===== src/rtl/i_prefetch_ctrl.sv =====
// Instruction prefetch controller: sequential byte fetch from i_mem into a
// small {addr,data} FIFO, with redirect flush and stale-reply discard.
module i_prefetch_ctrl #(
    parameter int i_addr_width = 16,
    parameter int DEPTH = 4,
    parameter logic [i_addr_width-1:0] RESET_ADDR = '0
) (
    input  logic                    clk,
    input  logic                    rst,
    input  logic                    redirect,
    input  logic [i_addr_width-1:0] redirect_addr,
    output logic                    out_valid,
    output logic [7:0]              out_data,
    output logic [i_addr_width-1:0] out_addr,
    input  logic                    out_pop,
    output logic                    mem_req,
    output logic [i_addr_width-1:0] mem_addr,
    input  logic                    mem_ack,
    input  logic [7:0]              mem_rdata
);
    localparam int AW = i_addr_width;
    localparam int PW = (DEPTH > 1) ? $clog2(DEPTH) : 1;
    localparam int CW = PW + 1;
    localparam logic [CW-1:0] FULL = CW'(DEPTH);

    typedef enum logic {IDLE, REQ} state_t;

    state_t        state_q, state_d;
    logic          mem_req_q, mem_req_d;
    logic [AW-1:0] mem_addr_q, mem_addr_d;
    logic [AW-1:0] fetch_ptr_q, fetch_ptr_d;
    logic          discard_q, discard_d;
    logic          push;
    logic          pop;

    logic [PW-1:0] wr_ptr_q, rd_ptr_q;
    logic [CW-1:0] count_q;
    logic [AW-1:0] addr_mem [DEPTH];
    logic [7:0]    data_mem [DEPTH];

    always_comb begin
        state_d     = state_q;
        mem_req_d   = mem_req_q;
        mem_addr_d  = mem_addr_q;
        fetch_ptr_d = fetch_ptr_q;
        discard_d   = discard_q;
        push        = 1'b0;
        unique case (state_q)
            IDLE: begin
                if (redirect) begin
                    fetch_ptr_d = redirect_addr;
                end else if (count_q < FULL) begin
                    state_d    = REQ;
                    mem_req_d  = 1'b1;
                    mem_addr_d = fetch_ptr_q;
                end
            end
            REQ: begin
                if (mem_ack) begin
                    state_d   = IDLE;
                    mem_req_d = 1'b0;
                    discard_d = 1'b0;
                    if (redirect) begin
                        fetch_ptr_d = redirect_addr;
                    end else if (!discard_q) begin
                        push        = 1'b1;
                        fetch_ptr_d = mem_addr_q + AW'(1);
                    end
                end else if (redirect) begin
                    // Request stays in flight; its reply must be dropped.
                    discard_d   = 1'b1;
                    fetch_ptr_d = redirect_addr;
                end
            end
            default: state_d = IDLE;
        endcase
    end

    always_ff @(posedge clk or posedge rst) begin
        if (rst) begin
            state_q     <= IDLE;
            mem_req_q   <= 1'b0;
            mem_addr_q  <= RESET_ADDR;
            fetch_ptr_q <= RESET_ADDR;
            discard_q   <= 1'b0;
        end else begin
            state_q     <= state_d;
            mem_req_q   <= mem_req_d;
            mem_addr_q  <= mem_addr_d;
            fetch_ptr_q <= fetch_ptr_d;
            discard_q   <= discard_d;
        end
    end

    assign pop = out_pop && (count_q != '0) && !redirect;

    always_ff @(posedge clk or posedge rst) begin
        if (rst) begin
            wr_ptr_q <= '0;
            rd_ptr_q <= '0;
            count_q  <= '0;
        end else if (redirect) begin
            wr_ptr_q <= '0;
            rd_ptr_q <= '0;
            count_q  <= '0;
        end else begin
            if (push) wr_ptr_q <= wr_ptr_q + PW'(1);
            if (pop)  rd_ptr_q <= rd_ptr_q + PW'(1);
            if (push && !pop)      count_q <= count_q + CW'(1);
            else if (pop && !push) count_q <= count_q - CW'(1);
        end
    end

    always_ff @(posedge clk) begin
        if (push) begin
            addr_mem[wr_ptr_q] <= mem_addr_q;
            data_mem[wr_ptr_q] <= mem_rdata;
        end
    end

    // Head outputs read as zero while empty so stale entries never leak.
    assign out_valid = (count_q != '0);
    assign out_data  = out_valid ? data_mem[rd_ptr_q] : 8'h00;
    assign out_addr  = out_valid ? addr_mem[rd_ptr_q] : '0;
    assign mem_req   = mem_req_q;
    assign mem_addr  = mem_addr_q;

endmodule


===== config.mk =====
export PLATFORM = sky130hd
export DESIGN_NAME = i_prefetch_ctrl
export DESIGN_NICKNAME = d
export VERILOG_FILES = /design/src/rtl/i_prefetch_ctrl.sv
export SDC_FILE = /design/constraint.sdc
export NUM_CORES = 1
export LEC_CHECK = 0
export CAP_MARGIN = 20
export CORE_ASPECT_RATIO = 0.9
export CORE_UTILIZATION = 59
export CTS_BUF_LIST = sky130_fd_sc_hd__clkbuf_8
export CTS_CLUSTER_SIZE = 30
export DETAILED_ROUTE_END_ITERATION = 10
export DONT_BUFFER_PORTS = 1
export HOLD_SLACK_MARGIN = 0.03
export PLACE_DENSITY = 0.9
export SLEW_MARGIN = 0
export SYNTH_ARGS = -nofsm -noshare
export SYNTH_HDL_FRONTEND = slang
export SYNTH_SLANG_ARGS = --single-unit

===== constraint.sdc =====
create_clock -name clk -period 2.3 [get_ports clk]
set_input_delay 0.345 -clock clk [delete_from_list [all_inputs] [get_ports clk]]
set_output_delay 0.345 -clock clk [all_outputs]
set_load 0.005 [all_outputs]

-- After elaboration in Yosys (flattened, before gate mapping)
Memories as Yosys holds them, arrays and structs flattened.
Index checks and enable logic that the tools add are counted.
- add/sub/neg operators: 5
- order comparisons: 1
- bitwise logic cells: 2
- reduce and logical (&&, ||, !) cells: 15
- equal/unequal tests: 4
- muxes and demuxes: 30
- operators with widths (operator ; count):
    2-to-1 mux 16 bit ; 5
    one-hot mux 16 bit (2 select lines) ; 1
    adder 16 x 1 -> 16 bit, second input constant ; 1
    2-to-1 mux 1 bit ; 14
    2-to-1 mux 3 bit ; 3
    2-to-1 mux 2 bit ; 4
    2-to-1 mux 8 bit ; 1
    inequality test 2 bit, second input constant ; 3
    AND reduction 3 bit ; 2
    nonzero test 2 bit ; 3
    nonzero test 3 bit ; 2
    adder 2 x 1 -> 2 bit, second input constant ; 2
    logical AND 1 bit ; 4
    inequality test 4 bit, second input constant ; 1
    one-hot mux 1 bit (2 select lines) ; 2
    adder 3 x 1 -> 3 bit, second input constant ; 1
    zero test 1 bit ; 3
    less-than comparator 3 bit, second input constant ; 1
    subtractor 3 x 1 -> 3 bit, second input constant ; 1
    inverter 1 bit ; 2
    AND reduction 2 bit ; 1
- register bits: 42
- input port bits: 29
- bits in writable memories: 96
- output and inout bits: 42
- word-level logic and storage cells: 67
- memories: 2
- memories (memory ; depth ; bits a word ; read ports ; clocked after Yosys merged registers in ; write ports ; line ; text):
    addr_mem ; 4 ; 16 ; 1 ; 0 ; 1 ; 38 ; logic [AW-1:0] addr_mem [DEPTH];
    data_mem ; 4 ; 8 ; 1 ; 0 ; 1 ; 39 ; logic [7:0] data_mem [DEPTH];

-- Logic depth before layout (Yosys ltp)
Gate-level depths: netlist of the first run.
- depth after elaboration: 9
- gate-level depth with buffers: 7
- gate-level depth less buffers: 6

-- Worst setup path after synthesis of the first run
No wires, ideal clock.
- path kind: reg2reg
- start: register state_q
- end: memory addr_mem[0][0] in the netlist's numbering, enable pin
- buffers on the path: 1
- data arrival time: 1762 ps
- clock period less this slack: 2145 ps
- path slack: 155 ps
- setup time: 383 ps
- cell stages (with the launch flop): 5
- required time: 1917 ps
- cells stage by stage: dfrtp_1 -> clkbuf_1 -> nand3b_1 -> nor2_1 -> and2_1
- longest elaborated chain between the ends: 3
- RTL lines (item ; line ; text):
    start: declaration ; 28 ; state_t state_q, state_d;
    start signal: assignment ; 87 ; state_q <= state_d;
    2-to-1 mux 1 bit ; 48 ; unique case (state_q)
    2-to-1 mux 1 bit ; 115 ; if (push) begin
    2-to-1 mux 1 bit (implied by the code) ; 116 ; addr_mem[wr_ptr_q] <= mem_addr_q;
    end: declaration ; 38 ;
Every way passes these cells.

-- Worst setup path in the final report of the first run
- start: register rd_ptr_q[0]
- end: output port out_addr[0]
- longest elaborated chain between the ends: 2
- RTL lines (item ; line ; text):
    start: declaration ; 36 ; logic [PW-1:0] wr_ptr_q, rd_ptr_q;
    start signal: assignment ; 108 ; if (pop) rd_ptr_q <= rd_ptr_q + PW'(1);
    memory read (4 x 16 bit) ; - ;
    2-to-1 mux 16 bit ; 124 ; assign out_addr = out_valid ? addr_mem[rd_ptr_q] : '0;
    end: declaration ; 14 ; output logic [i_addr_width-1:0] out_addr,
Every way passes these cells.

==> results of run 1 <==
[stage by stage]
| step | worst slack, ps | utilization (%) | cell area (um2) |
|---|---|---|---|
| floorplan | 155.3 | - | 5868 |
| global placement | 389.0 | 63.66 | 6147 |
| detailed placement | 307.8 | 63.66 | 6147 |
| CTS | 94.66 | 69.59 | 6720 |
| global route | 41.76 | 69.80 | 6740 |
| finish | 135.5 | 69.80 | 6740 |
[layout make-up]
type / instances / area [um2]
Sequential cell: 138 / 3935
Fill cell: 555 / 2917
Multi-Input combinational cell: 211 / 1815
Timing Repair Buffer: 41 / 375.4
Clock buffer: 17 / 234.0
Clock inverter: 15 / 188.9
Tap cell: 126 / 157.7
Inverter: 9 / 33.78
[routing by layer]
metal | global-route usage [%] | vias to the layer above
li1 | - | 1520
met2 | 38.61 | 200
met1 | 32.54 | 1722
met4 | 12.22 | 0
met5 | 0 | -
met3 | 6.199 | 25
[final timing paths]
check                                  from              end  slack (ps)  cells past startpoint
max                             rd_ptr_q[0]      out_addr[0]         140                      3
min                        redirect_addr[3]   fetch_ptr_q[3]          50                      2
max reg2reg                     mem_addr[0]  fetch_ptr_q[14]         280                      5
min reg2reg                  fetch_ptr_q[4]      mem_addr[4]         500                      2
max in group asynchronous               rst      wr_ptr_q[0]        1240                      3
min in group asynchronous               rst   fetch_ptr_q[0]         470                      2
[synth_stat cells (all sizes together) (9+ instances only)]
cell type | n | share of area, %
edfxtp | 96 | 49
dfrtp | 42 | 18
and2 | 30 | 3.2
mux4 | 24 | 9.2
nand2 | 24 | 1.5
clkbuf | 15 | 0.96
mux2 | 13 | 2.5
o21ai | 12 | 1.0
nor2 | 11 | 0.70
nor3 | 10 | 0.85
inv | 9 | 0.58
xnor2 | 9 | 1.3
[worst reg2reg max path, delay by kind of cell, from the launching register on]
kind,cells,cell delay [ps]
AND/OR/NAND/NOR,4,1300
adder cells (fa/ha/maj),1,240
flip-flops,1,360
[cells by family after synthesis]
group                    Yosys count  synth area share, %
flip-flops                       138                67.04
AO/OA/AOI/OAI                     34                3.838
AND/OR/NAND/NOR                  118                11.41
XOR/XNOR                          11                1.642
adder cells (fa/ha/maj)            6                1.407
buffers and inverters             31                2.111
multiplexers                      42                12.56
[state kept, by name, summed over array words and instances (netlist names), 2 cells and up]
signal       flops
addr_mem        64
data_mem        32
fetch_ptr_q     16
mem_addr        16
count_q          3
rd_ptr_q         2
wr_ptr_q         2
[power groups by stage]
stage | combinational (W) | sequential [W] | clock, W
global placement | 0.00204 | 0.00356 | 0
CTS | 0.00218 | 0.00354 | 0.00208
finish | 0.00218 | 0.00355 | 0.00206
floorplan | 0.00152 | 0.00352 | 0
global route | 0.00235 | 0.00360 | 0.00218
detailed placement | 0.00213 | 0.00360 | 0
[repair_timing]
action | CTS | global route
endpoints found under the hold margin | 64 | 1
hold buffers | 15 | 2
endpoints found under the setup margin | 0 | 0
==> impl_metrics.tcl, run 1 <==
set metrics [dict create \
    avgSynthCellArea_um2 15.44 \
    place_congestion 0.8691 \
    clock_path_buffers 2 \
    synth-edff-count 96 \
    required_ps 1960 \
    routed_wire_length_per_instance_um 21.30 \
    grt_pass1_wl_um 18690 \
    achievable-frequency_mhz 462.0 \
    drv_cap 0 \
    finalWirelength_um 11870 \
    worst_path_max_delay_cell "sky130_fd_sc_hd__mux4_2" \
    post_cts_sizing 0 \
    timing.critical_path.arrival_ps 1820 \
    cp_top_family "multiplexers" \
    ys_seq_area_share_pct 67.04 \
    worst_path_largest_cell_delay_ps 540 \
    p_sw_share_pct 32.41 \
    leakagePower_nw 2.401 \
    hold_slack_ps 50.72 \
    die_h_um 96.61 \
    status "finished clean" \
    yosys_warnings 0 \
    cts_post_setup_buffers_inserted 0 \
    timing.critical_path.buf_inv 1 \
    met1_length_um 4607 \
    final_layout_size_suffix_gt1_share_pct 22.74 \
    maximum_number_of_pins_on_one_net_before_global_route_repair 33 \
    cts_root_buf "sky130_fd_sc_hd__clkbuf_8" \
    combPwrFrac_pct 28.0 \
    synth-main-ff-cell "sky130_fd_sc_hd__edfxtp_1" \
    place.port_buffers 0 \
    grt.total_usage_pct 24.70 \
    report.final.hold_viol_count 0 \
    flop_and_latch_count_out_of_synthesis 138 \
    min-delay-path-class "in -> reg" \
    vias_per_cell 6.224 \
    netSwitchingPower_w 0.002522 \
    drt-pass1-iter-count 5 \
    numPlacedInstances 508 \
    slew_headroom_pct 50.80 \
    highest_layer "met4" \
    global_route.overflow_total 0 \
    crit_path_cell_trace "buf_4 > mux4_2 > and2_1" \
    drcViolationCount 0 \
    route.met3.wl_um 944 \
    layout-area-overhead-vs-synth_pct 14.86 \
    synth_fp_nets 415 \
    detailroute.via_count 3467 \
    layout.cells.most_common_list "sky130_fd_sc_hd__edfxtp_1 (96), sky130_fd_sc_hd__dfrtp_1 (41), sky130_fd_sc_hd__and2_1 (30), sky130_fd_sc_hd__nand2_1 (24), sky130_fd_sc_hd__mux4_2 (24)" \
    tritoncts "yes" \
    power_density_nw_per_um2 1155 \
    vias_in_the_first_global_route 3538 \
    final_cell_count_no_fill 557 \
    design.die.area_um2 10350 \
    seq_power_share_pct 45.6 \
    leading_cell_type_in_the_layout_fill_and_taps_excluded "sky130_fd_sc_hd__edfxtp_1" \
    timing.final.max_slew_violations 0 \
    critPathKind "reg -> out" \
    report.final.setup_viol 0 \
    synth_cell_types 41 \
    cts_max_level 4 \
    routed-wl-met2_um 6029 \
    clock_network_fraction_of_design_power_pct 26.5 \
    cts_made_buffers 17 \
    async_flop_share_pct 30.43 \
    report.power.total_w 0.007782 \
    final.min_clock_period_ps 2165 \
    cp_max_fo 14 \
    core_area_um2 9657 \
    number_of_antenna_violations_at_the_first_check_in_global_routing 0 \
    drt.antenna.violating_nets 0 \
    crit_path_start_kind "flop" \
    finalSetupTns_ps 0 \
    place_hpwl_um 7409 \
    fp.dieW_um 107.1 \
    worst_slew_pin_slew_ps 737.1 \
    clkTransAtPathRegs_ps 70 \
    synth_area_um2 5868 \
    rsz_0062_raised_after_global_routing "no" \
    initial_utilization_pct 60.77 \
    worstSkewPairLatency_ps 440 \
    ir_worst_vdd_uv 528.3 \
    finalNetCount 453 \
    pin_count 71 \
    postSynthCellCount 380 \
    internal_power_w 0.005260 \
    drtIter0Drc 430 \
    worst_setup_path_end_kind "primary output" \
    placement_rows 34 \
    timing.clock.skew_ps 11.79 \
    insertedDiodeCount 0 \
    post_route_fraction_of_the_period_consumed_by_the_critical_path_pct 94.11 \
    numClockSinks 138 \
]
Note: power is estimated with default switching activity, not from simulation.
==> run 2, diff against run 1 <==
--- a/config.mk
+++ b/config.mk
@@ -7,13 +7,13 @@
 export LEC_CHECK = 0
 export CAP_MARGIN = 20
 export CORE_ASPECT_RATIO = 0.9
-export CORE_UTILIZATION = 59
+export CORE_UTILIZATION = 36
 export CTS_BUF_LIST = sky130_fd_sc_hd__clkbuf_8
 export CTS_CLUSTER_SIZE = 30
 export DETAILED_ROUTE_END_ITERATION = 10
 export DONT_BUFFER_PORTS = 1
 export HOLD_SLACK_MARGIN = 0.03
-export PLACE_DENSITY = 0.9
+export PLACE_DENSITY = 0.64
 export SLEW_MARGIN = 0
 export SYNTH_ARGS = -nofsm -noshare
 export SYNTH_HDL_FRONTEND = slang
==> impl_metrics.tcl, run 2 (synthesis results as in run 1) <==
set metrics [dict create \
    status "finished clean" \
    final.min_clock_period_ps 2148 \
    post_route_fraction_of_the_period_consumed_by_the_critical_path_pct 93.41 \
    pin_count 71 \
    p_sw_share_pct 30.86 \
    place.port_buffers 0 \
    leading_cell_type_in_the_layout_fill_and_taps_excluded "sky130_fd_sc_hd__edfxtp_1" \
    numClockSinks 138 \
    power_density_nw_per_um2 1165 \
    route.met3.wl_um 860 \
    largest_registers "addr_mem (64), data_mem (32)" \
    layout.area.seq_um2 3935 \
    netSwitchingPower_w 0.002500 \
    achievable-frequency_mhz 465.4 \
    highest_layer "met4" \
    slew_headroom_pct 53.53 \
    final_layout_size_suffix_gt1_share_pct 22.86 \
    vias_in_the_first_global_route 3501 \
    min-delay-path-class "in -> reg" \
    rsz_0062_raised_after_global_routing "no" \
    timing.critical_path.arrival_ps 1800 \
    initial_utilization_pct 37.48 \
    finalSetupTns_ps 0 \
    core_area_um2 15660 \
    drtIter0Drc 213 \
    worst_path_largest_cell_delay_ps 540 \
    layout.cells.most_common_list "sky130_fd_sc_hd__edfxtp_1 (96), sky130_fd_sc_hd__dfrtp_1 (41), sky130_fd_sc_hd__and2_1 (30), sky130_fd_sc_hd__nand2_1 (24), sky130_fd_sc_hd__mux4_2 (24)" \
    worst_path_max_delay_cell "sky130_fd_sc_hd__mux4_2" \
    grt_pass1_wl_um 20080 \
    worst_setup_path_end_kind "primary output" \
    cts_post_setup_buffers_inserted 0 \
    multi_input_area_um2 1815 \
    clock_path_buffers 2 \
    routed-wl-met2_um 6330 \
    detailroute.via_count 3353 \
    placement_rows 43 \
    internal_power_w 0.005600 \
    final_cell_count_no_fill 635 \
    number_of_cells_traversed_by_the_worst_hold_path 2 \
    reg2reg_from "mem_addr[0]" \
    drt.antenna.violating_nets 0 \
    timing.clock.skew_ps 5.959 \
    dpl_worst_slack_ps 298.8 \
    worstSkewPairLatency_ps 420 \
    insertedDiodeCount 0 \
    drt-pass1-iter-count 5 \
    report.final.hold_viol_count 0 \
    clkTransAtPathRegs_ps 80 \
    timing.final.ws_setup_ps 151.5 \
    combPwrFrac_pct 27.7 \
    layout-area-overhead-vs-synth_pct 18.49 \
    tritoncts "yes" \
    cts_max_level 4 \
    required_ps 1960 \
    placedInstanceArea_um2 6280 \
    met1_length_um 5486 \
    numPlacedInstances 584 \
    place_congestion 0.7780 \
    design.die.area_um2 16820 \
    number_of_antenna_violations_at_the_first_check_in_global_routing 0 \
    seq_power_share_pct 43.5 \
    global_route.overflow_total 0 \
    worst_setup_path_startpoint "rd_ptr_q[0]" \
    r2r_cells 5 \
    report.final.setup_viol 0 \
    grt.total_usage_pct 16.58 \
    stdcell_area_um2 6953 \
    leakagePower_nw 2.440 \
    vias_per_cell 5.280 \
    ir_worst_vdd_uv 399.8 \
    crit_path_start_kind "flop" \
    drcViolationCount 0 \
    timing.final.max_slew_violations 0 \
    finalNetCount 455 \
    crit_path_cell_trace "buf_6 > mux4_2 > and2_1" \
    place_hpwl_um 8104 \
    largest_register_ffs 64 \
    maximum_number_of_pins_on_one_net_before_global_route_repair 43 \
    cts_root_buf "sky130_fd_sc_hd__clkbuf_8" \
    critPathKind "reg -> out" \
    cp_max_fo 16 \
    drv_cap 0 \
    reg2reg_setup_slack_ps 270 \
    fill_cells 1382 \
    registers.top_by_ff_count "addr_mem" \
    clock_network_fraction_of_design_power_pct 28.8 \
    holdCritStartpoint "redirect_addr[9]" \
    routed_wire_length_per_instance_um 20.20 \
    worst_slew_pin_slew_ps 694.7 \
    hold_slack_ps 62.51 \
    fp.dieW_um 136.6 \
    finalWirelength_um 12830 \
    die_h_um 123.1 \
    cts_made_buffers 17 \
]
-- run 2: changes by cell type in the layout (fill, tap and decap cells not counted), sizes merged --
cell / change
clkinvlp: +1
dlygate4sd3: +2
inv: -4
bufinv: +3
-- run 2: area by class of cell --
cell class                 count  area share, %
sequential                   138          56.60
multi-input combinational    211          26.11
timing repair buffer          43          6.280
tap                          202          3.635
clock buffer                  17          3.365
clock inverter                15          3.527
inverter                       9         0.4859
-- run 2: what timing repair did --
item / in CTS / in global routing
hold buffers: 18 / 1
endpoints found under the setup margin: 0 / 10
endpoints found under the hold margin: 91 / 1
resized for setup: 0 / 1
-- run 2: path summary, 6_finish.rpt --
path	endpoint
hold reg to reg	mem_addr[4]
max in group asynchronous	rd_ptr_q[0]
setup / recovery	out_data[7]
hold / removal	fetch_ptr_q[9]
min in group asynchronous	count_q[2]
setup reg to reg	fetch_ptr_q[14]
-- run 2: layer usage --
layer / track usage [%] / up-vias
li1: - / 1519
met1: 20.36 / 1725
met2: 27.54 / 98
met3: 5.453 / 11
met4: 5.486 / 0
met5: 0 / -
-- run 2: stage by stage --
step / util, % / power [W]
after floorplan: - / 0.005043
after global placement: 40.11 / 0.005730
after detailed placement: 40.11 / 0.005826
after CTS: 44.32 / 0.008199
after global routing: 44.41 / 0.008544
final: 44.41 / 0.008100
-- run 2: power by group through the flow --
stage          combinational [W]  clock, W  sequential (W)
3_5_place_dp             0.00225         0         0.00358
4_1_cts                  0.00229   0.00238         0.00353
6_report                 0.00224   0.00233         0.00353
5_1_grt                  0.00248   0.00247         0.00359
2_1_floorplan            0.00152         0         0.00352
3_3_place_gp             0.00218         0         0.00355
-- run 2: worst max-delay path: cells and delay by family (launching register included) --
family        cells  cell delay (ps)
buf+inv           1              250
flops             1              380
simple gates      1              210
mux               1              540
